[config.mk]
export PLATFORM = sky130hd
export DESIGN_NAME = mem_req_ctrl_flat
export DESIGN_NICKNAME = d
export VERILOG_FILES = /design/src/rtl/mem_req_if.sv /design/src/rtl/mem_req_ctrl.sv /design/src/flat_wrapper.sv
export SDC_FILE = /design/constraint.sdc
export NUM_CORES = 1
export LEC_CHECK = 0
export BUFFER_PORTS_ARGS = -buffer_cell sky130_fd_sc_hd__buf_2
export CORE_ASPECT_RATIO = 2
export CORE_MARGIN = 2
export CORE_UTILIZATION = 46
export DETAILED_ROUTE_END_ITERATION = 10
export GPL_ROUTABILITY_DRIVEN = 0
export MAX_ROUTING_LAYER = met4
export PLACE_DENSITY = 0.67
export SLEW_MARGIN = 15
export SYNTH_ARGS = -nofsm -noshare
export SYNTH_HDL_FRONTEND = slang
export SYNTH_SLANG_ARGS = --single-unit
[constraint.sdc]
create_clock -name clk -period 6.3 [get_ports clk]
set_clock_uncertainty 0.15 [all_clocks]
set_input_delay 0.63 -clock clk [delete_from_list [all_inputs] [get_ports clk]]
set_output_delay 0.63 -clock clk [all_outputs]
set_load 0.005 [all_outputs]
[src/rtl/mem_req_if.sv]
// mem_req_if: command/response handshake bundle for mem_req_ctrl (rsp_is_write only with MEM_REQ_CTRL_WR_ACK_EN)
interface mem_req_if #(
  parameter int ADDR_W = 4,
  parameter int DATA_W = 32
);
  logic              cmd_valid;
  logic              cmd_ready;
  logic              cmd_write;
  logic [ADDR_W-1:0] cmd_addr;
  logic [DATA_W-1:0] cmd_wdata;
  logic              rsp_valid;
  logic              rsp_ready;
  logic [DATA_W-1:0] rsp_rdata;
  logic              rsp_err;
`ifdef MEM_REQ_CTRL_WR_ACK_EN
  logic              rsp_is_write;
`endif
  modport master (
    output cmd_valid, cmd_write, cmd_addr, cmd_wdata, rsp_ready,
    input  cmd_ready, rsp_valid, rsp_rdata, rsp_err
`ifdef MEM_REQ_CTRL_WR_ACK_EN
    , input rsp_is_write
`endif
  );
  modport slave (
    input  cmd_valid, cmd_write, cmd_addr, cmd_wdata, rsp_ready,
    output cmd_ready, rsp_valid, rsp_rdata, rsp_err
`ifdef MEM_REQ_CTRL_WR_ACK_EN
    , output rsp_is_write
`endif
  );
endinterface

[src/rtl/mem_req_ctrl.sv]
// mem_req_ctrl: FIFO-buffered request front-end for a 16x32 synchronous memory, with memory reset sequencing.
// Optional write acknowledges (rsp_is_write) are enabled by defining MEM_REQ_CTRL_WR_ACK_EN.
module mem_req_ctrl #(
  parameter int ADDR_W      = 4,
  parameter int DATA_W      = 32,
  parameter int FIFO_DEPTH  = 4,
  parameter int INIT_CYCLES = 2
) (
  input  logic              clk,
  input  logic              rst,
  mem_req_if.slave          bus,
  output logic              busy,
  output logic              mem_rst_n,
  output logic              mem_write_enable,
  output logic              mem_read_enable,
  output logic [ADDR_W-1:0] mem_addr,
  output logic [DATA_W-1:0] mem_data_in,
  input  logic [DATA_W-1:0] mem_data_out,
  input  logic              mem_valid_out
);
  localparam int PW = $clog2(FIFO_DEPTH);
  localparam int CW = $clog2(INIT_CYCLES + 1);
  typedef enum logic [2:0] {INIT, IDLE, ISSUE, WAIT_RD, RESP} state_t;
  state_t            state;
  logic [CW-1:0]     init_cnt;
  logic [PW:0]       wr_ptr, rd_ptr;
  logic [ADDR_W-1:0] q_addr [FIFO_DEPTH];
  logic [DATA_W-1:0] q_data [FIFO_DEPTH];
  logic              q_wr   [FIFO_DEPTH];
  logic              empty, full, push;
  assign empty = wr_ptr == rd_ptr;
  assign full = (wr_ptr[PW] != rd_ptr[PW]) && (wr_ptr[PW-1:0] == rd_ptr[PW-1:0]);
  assign bus.cmd_ready = state != INIT && !full;
  assign push = bus.cmd_valid && bus.cmd_ready;
  assign busy = !rst && (!empty || state != IDLE);
  always_ff @(posedge clk) begin
    if (push) begin
      q_addr[wr_ptr[PW-1:0]] <= bus.cmd_addr;
      q_data[wr_ptr[PW-1:0]] <= bus.cmd_wdata;
      q_wr[wr_ptr[PW-1:0]]   <= bus.cmd_write;
    end
  end
  always_ff @(posedge clk or posedge rst) begin
    if (rst) begin
      state            <= INIT;
      init_cnt         <= '0;
      wr_ptr           <= '0;
      rd_ptr           <= '0;
      mem_rst_n        <= 1'b0;
      mem_write_enable <= 1'b0;
      mem_read_enable  <= 1'b0;
      mem_addr         <= '0;
      mem_data_in      <= '0;
      bus.rsp_valid    <= 1'b0;
      bus.rsp_rdata    <= '0;
      bus.rsp_err      <= 1'b0;
`ifdef MEM_REQ_CTRL_WR_ACK_EN
      bus.rsp_is_write <= 1'b0;
`endif
    end else begin
      if (push) wr_ptr <= wr_ptr + 1'b1;
      mem_write_enable <= 1'b0;
      mem_read_enable  <= 1'b0;
      case (state)
        INIT: begin
          if (init_cnt == CW'(INIT_CYCLES - 1)) begin
            state     <= IDLE;
            mem_rst_n <= 1'b1;
          end else init_cnt <= init_cnt + 1'b1;
        end
        IDLE: begin
          if (!empty) begin
            state            <= ISSUE;
            rd_ptr           <= rd_ptr + 1'b1;
            mem_addr         <= q_addr[rd_ptr[PW-1:0]];
            mem_data_in      <= q_data[rd_ptr[PW-1:0]];
            mem_write_enable <= q_wr[rd_ptr[PW-1:0]];
            mem_read_enable  <= !q_wr[rd_ptr[PW-1:0]];
          end
        end
`ifdef MEM_REQ_CTRL_WR_ACK_EN
        ISSUE: begin
          state <= mem_write_enable ? RESP : WAIT_RD;
          if (mem_write_enable) begin
            bus.rsp_valid    <= 1'b1;
            bus.rsp_rdata    <= '0;
            bus.rsp_err      <= 1'b0;
            bus.rsp_is_write <= 1'b1;
          end
        end
`else
        ISSUE: state <= mem_write_enable ? IDLE : WAIT_RD;
`endif
        WAIT_RD: begin
          // memory data_out was updated at the ISSUE edge, so it is sampled here
          bus.rsp_rdata <= mem_data_out;
          bus.rsp_err   <= ~mem_valid_out;
          bus.rsp_valid <= 1'b1;
`ifdef MEM_REQ_CTRL_WR_ACK_EN
          bus.rsp_is_write <= 1'b0;
`endif
          state <= RESP;
        end
        RESP: begin
          if (bus.rsp_ready) begin
            bus.rsp_valid <= 1'b0;
            state         <= IDLE;
          end
        end
        default: state <= INIT;
      endcase
    end
  end
endmodule

[src/flat_wrapper.sv]
// flat-port wrapper written by rule: the top's interface ports become plain ports
module mem_req_ctrl_flat 
#(
  parameter int ADDR_W      = 4,
  parameter int DATA_W      = 32,
  parameter int FIFO_DEPTH  = 4,
  parameter int INIT_CYCLES = 2
)
  (clk, rst, busy, mem_rst_n, mem_write_enable, mem_read_enable, mem_addr, mem_data_in, mem_data_out, mem_valid_out, bus_cmd_valid, bus_cmd_write, bus_cmd_addr, bus_cmd_wdata, bus_rsp_ready, bus_cmd_ready, bus_rsp_valid, bus_rsp_rdata, bus_rsp_err);
  mem_req_if #(.ADDR_W(ADDR_W), .DATA_W(DATA_W)) bus_i ();
  input  logic clk;
  input  logic rst;
  output logic busy;
  output logic mem_rst_n;
  output logic mem_write_enable;
  output logic mem_read_enable;
  output logic [ADDR_W-1:0] mem_addr;
  output logic [DATA_W-1:0] mem_data_in;
  input  logic [DATA_W-1:0] mem_data_out;
  input  logic mem_valid_out;
  input wire logic [$bits(bus_i.cmd_valid)-1:0] bus_cmd_valid;
  input wire logic [$bits(bus_i.cmd_write)-1:0] bus_cmd_write;
  input wire logic [$bits(bus_i.cmd_addr)-1:0] bus_cmd_addr;
  input wire logic [$bits(bus_i.cmd_wdata)-1:0] bus_cmd_wdata;
  input wire logic [$bits(bus_i.rsp_ready)-1:0] bus_rsp_ready;
  output wire logic [$bits(bus_i.cmd_ready)-1:0] bus_cmd_ready;
  output wire logic [$bits(bus_i.rsp_valid)-1:0] bus_rsp_valid;
  output wire logic [$bits(bus_i.rsp_rdata)-1:0] bus_rsp_rdata;
  output wire logic [$bits(bus_i.rsp_err)-1:0] bus_rsp_err;
  assign bus_i.cmd_valid = bus_cmd_valid;
  assign bus_i.cmd_write = bus_cmd_write;
  assign bus_i.cmd_addr = bus_cmd_addr;
  assign bus_i.cmd_wdata = bus_cmd_wdata;
  assign bus_i.rsp_ready = bus_rsp_ready;
  assign bus_cmd_ready = bus_i.cmd_ready;
  assign bus_rsp_valid = bus_i.rsp_valid;
  assign bus_rsp_rdata = bus_i.rsp_rdata;
  assign bus_rsp_err = bus_i.rsp_err;
  mem_req_ctrl #(.ADDR_W(ADDR_W), .DATA_W(DATA_W), .FIFO_DEPTH(FIFO_DEPTH), .INIT_CYCLES(INIT_CYCLES)) u_core (.clk(clk), .rst(rst), .bus(bus_i), .busy(busy), .mem_rst_n(mem_rst_n), .mem_write_enable(mem_write_enable), .mem_read_enable(mem_read_enable), .mem_addr(mem_addr), .mem_data_in(mem_data_in), .mem_data_out(mem_data_out), .mem_valid_out(mem_valid_out));
endmodule
==> impl_metrics.json <==
{
  "dp_hpwl_um": 9860,
  "grt_pass1_wl_um": 24300,
  "final_nets": 649,
  "rsz0062_at_grt": "no",
  "overflow": 0,
  "drv_slew": 0,
  "finalPower_mw": 5.20,
  "vdd_drop_max_mv": 0.239,
  "cts_made_buffers": 20,
  "power_density_nw_per_um2": 497,
  "cts_setup_buffers": 0,
  "p_leak_nw": 4.11,
  "seq_area_frac_synth_pct": 73.9,
  "hp-class": "input port to async pin",
  "root_buffer": "clkbuf_16",
  "critical_path_class": "register to register",
  "fmax_ghz": 0.309,
  "ant_nets": 0,
  "area_delta_synth_final_pct": 18.3,
  "track_usage_pct": 15.8,
  "ff2ff_path_depth": 3,
  "hold_viol_final": 0,
  "yosysWarnings": 0,
  "hold_slack_ns": 0.146,
  "path_cells": "xor2_1, o31a_1, and2_2",
  "startpoint": "u_core.rd_ptr[1]$_DFFE_PP0P_",
  "status": "finished, final reports clean",
  "drive_gt1_share_pct": 49.1,
  "cts_tree": "built",
  "synth_seq_cells": 232,
  "final_util_pct": 55.7,
  "synth_cell_type_count": 36,
  "first_iter_violations": 71,
  "clk_latency_ns": 0.49,
  "io_pins": 149,
  "synthCells": 415,
  "num_vias": 4287,
  "setup_viol": 0,
  "antenna_found_initial": 0,
  "synth.avg_cell_area_um2": 21.3,
  "fillCellCount": 1493,
  "period_share_pct": 51.3,
  "coreArea_um2": 18800,
  "tightest_slew_ns": 1.02,
  "crit_required_ns": 6.27,
  "clk_pin_slew_ns": 0.07,
  "yosysTopAreaCell": "edfxtp_1",
  "clock_sinks": 232,
  "grt_max_degree": 85,
  "die_h_um": 200,
  "cp_slowest_cell": "dfrtp_2",
  "start_util_pct": 47.0,
  "cts_max_level": 1,
  "yosysMostFrequentCell": "edfxtp_1",
  "num_rows": 71,
  "fin_cells": 838,
  "drv_cap": 0,
  "synthArstFlopShare_pct": 36.2,
  "synth_ff_type": "edfxtp_1",
  "arrival_ns": 3.20,
  "setup_tns_ns": 0,
  "drt_pass1_iterations": 4,
  "crit_fanout": 40,
  "synth_enable_flop_cells": 148,
  "synth_area_leaders": "edfxtp_1 (50%), dfrtp_1 (24%), mux4_2 (9.4%)",
  "io_buffers": 148,
  "synth.top_cell.area_share_pct": 50.2,
  "slew_headroom_pct": 32.3,
  "synth_common_cells": "edfxtp_1 (148), dfrtp_1 (84), mux2_4 (37), mux4_2 (37), mux2_2 (20)",
  "fin_crit_ns": 3.23,
  "fp.dieW_um": 102,
  "post-route-drc-count": 0,
  "grt_pass1_vias": 4529,
  "hold_buffers": 0,
  "cp-endpoint": "u_core.q_data[2][20]$_DFFE_PP_",
  "antenna_cells": 0,
  "dp_cells": 802,
  "reg2reg_slack_ns": 3.07,
  "syn_nets": 495,
  "cp-start-kind": "register",
  "routedWlPerCell_um": 18.6,
  "wirelength_um": 15600,
  "slowest_delay_ns": 1.03,
  "postCtsResizedCells": 0,
  "viasPerCell": 5.12,
  "clockBufferDepth": 3,
  "reg2reg_to": "u_core.q_data[2][20]$_DFFE_PP_",
  "syn_area_um2": 8860,
  "dieArea_um2": 20500,
  "crit_path_end_kind": "register",
  "r2r_start": "u_core.rd_ptr[1]$_DFFE_PP0P_"
}
metrics by stage:
step / cell area, µm² / setup slack, ns
global route: 10500 / 2.82
detailed placement: 9810 / 2.98
floorplan: 8860 / 3.35
CTS: 10500 / 2.98
finish: 10500 / 3.07
global placement: 9810 / 3.15
registers in the layout, summed over array words and instances, names as in the netlist:
name / count
u_core.init_cnt: 2
u_core.bus.rsp_rdata: 32
u_core.mem_write_enable: 1
u_core.state: 3
u_core.bus.rsp_err: 1
u_core.q_data: 128
u_core.mem_read_enable: 1
u_core.mem_rst_n: 1
u_core.bus.rsp_valid: 1
u_core.rd_ptr: 3
u_core.q_wr: 4
u_core.wr_ptr: 3
u_core.mem_data_in: 32
u_core.mem_addr: 4
u_core.q_addr: 16
cell type report:
class | count | area, µm² | share of cell area (%)
inverters | 7 | 31.3 | 0.298
clock inverters | 10 | 103 | 0.979
repair buffers | 150 | 756 | 7.21
clock buffers | 26 | 564 | 5.38
well taps | 255 | 319 | 3.04
flip-flops and latches | 232 | 6550 | 62.5
multi-input cells | 158 | 2160 | 20.6
layout by cell type, fill, tap and decap left out, drive strengths merged, types with 2 or more instances in the layout:
cell and instances:
clkinv 7, o311ai 2, clkbuf 26, buf 150, o31a 3, mux2 70, inv 7, nand2 2
edfxtp 148, xnor2 3, nor3 4, ha 6, and2 4, a21oi 5, mux4 37, nor2 4
dfrtp 84, bufinv 2, xor2 6
critical path: cells and delay by family, from the launching register on:
family / cells / cell delay, ns
compound gates: 1 / 0.30
flops: 1 / 1.03
xor+xnor: 1 / 0.49
simple gates: 1 / 0.86
where the power goes:
part	switching, mW	internal [mW]	leakage [nW]
sequential	0.257	2.11	2.33
combinational	0.683	0.911	1.45
clock	0.528	0.716	0.330
total	1.47	3.74	4.11
cells by family after synthesis:
| group | Yosys count | synth area share, % |
|---|---|---|
| DFF | 232 | 73.9 |
| muxes | 107 | 19.9 |
| buffers and inverters | 25 | 1.77 |
| and+or+nand+nor | 21 | 1.33 |
| AOI/OAI and AO/OA | 15 | 1.31 |
| xor gates and xnor gates | 9 | 0.975 |
| adders and majority gates | 6 | 0.847 |
layer usage:
layer  global-route usage (%)  wire length, µm  up-vias
met5                        -                0        -
met4                     5.19              364        0
met3                     2.51              756       25
met2                     28.4             8750      128
met1                     17.5             5710     2206
li1                         -                -     1928
worst min-delay path by stage:
stage                                               from                                    to
floorplan                 u_core.init_cnt[0]$_DFFE_PP0P_        u_core.init_cnt[0]$_DFFE_PP0P_
global placement            u_core.mem_rst_n$_DFFE_PP0P_          u_core.mem_rst_n$_DFFE_PP0P_
detailed placement  u_core.bus.rsp_rdata[16]$_DFFE_PP0P_  u_core.bus.rsp_rdata[16]$_DFFE_PP0P_
CTS                                        mem_valid_out        u_core.bus.rsp_err$_DFFE_PP0P_
global route                            mem_data_out[17]  u_core.bus.rsp_rdata[17]$_DFFE_PP0P_
finish                                               rst           u_core.state[0]$_DFFE_PP0P_
Note: power is estimated with default switching activity, not from simulation.
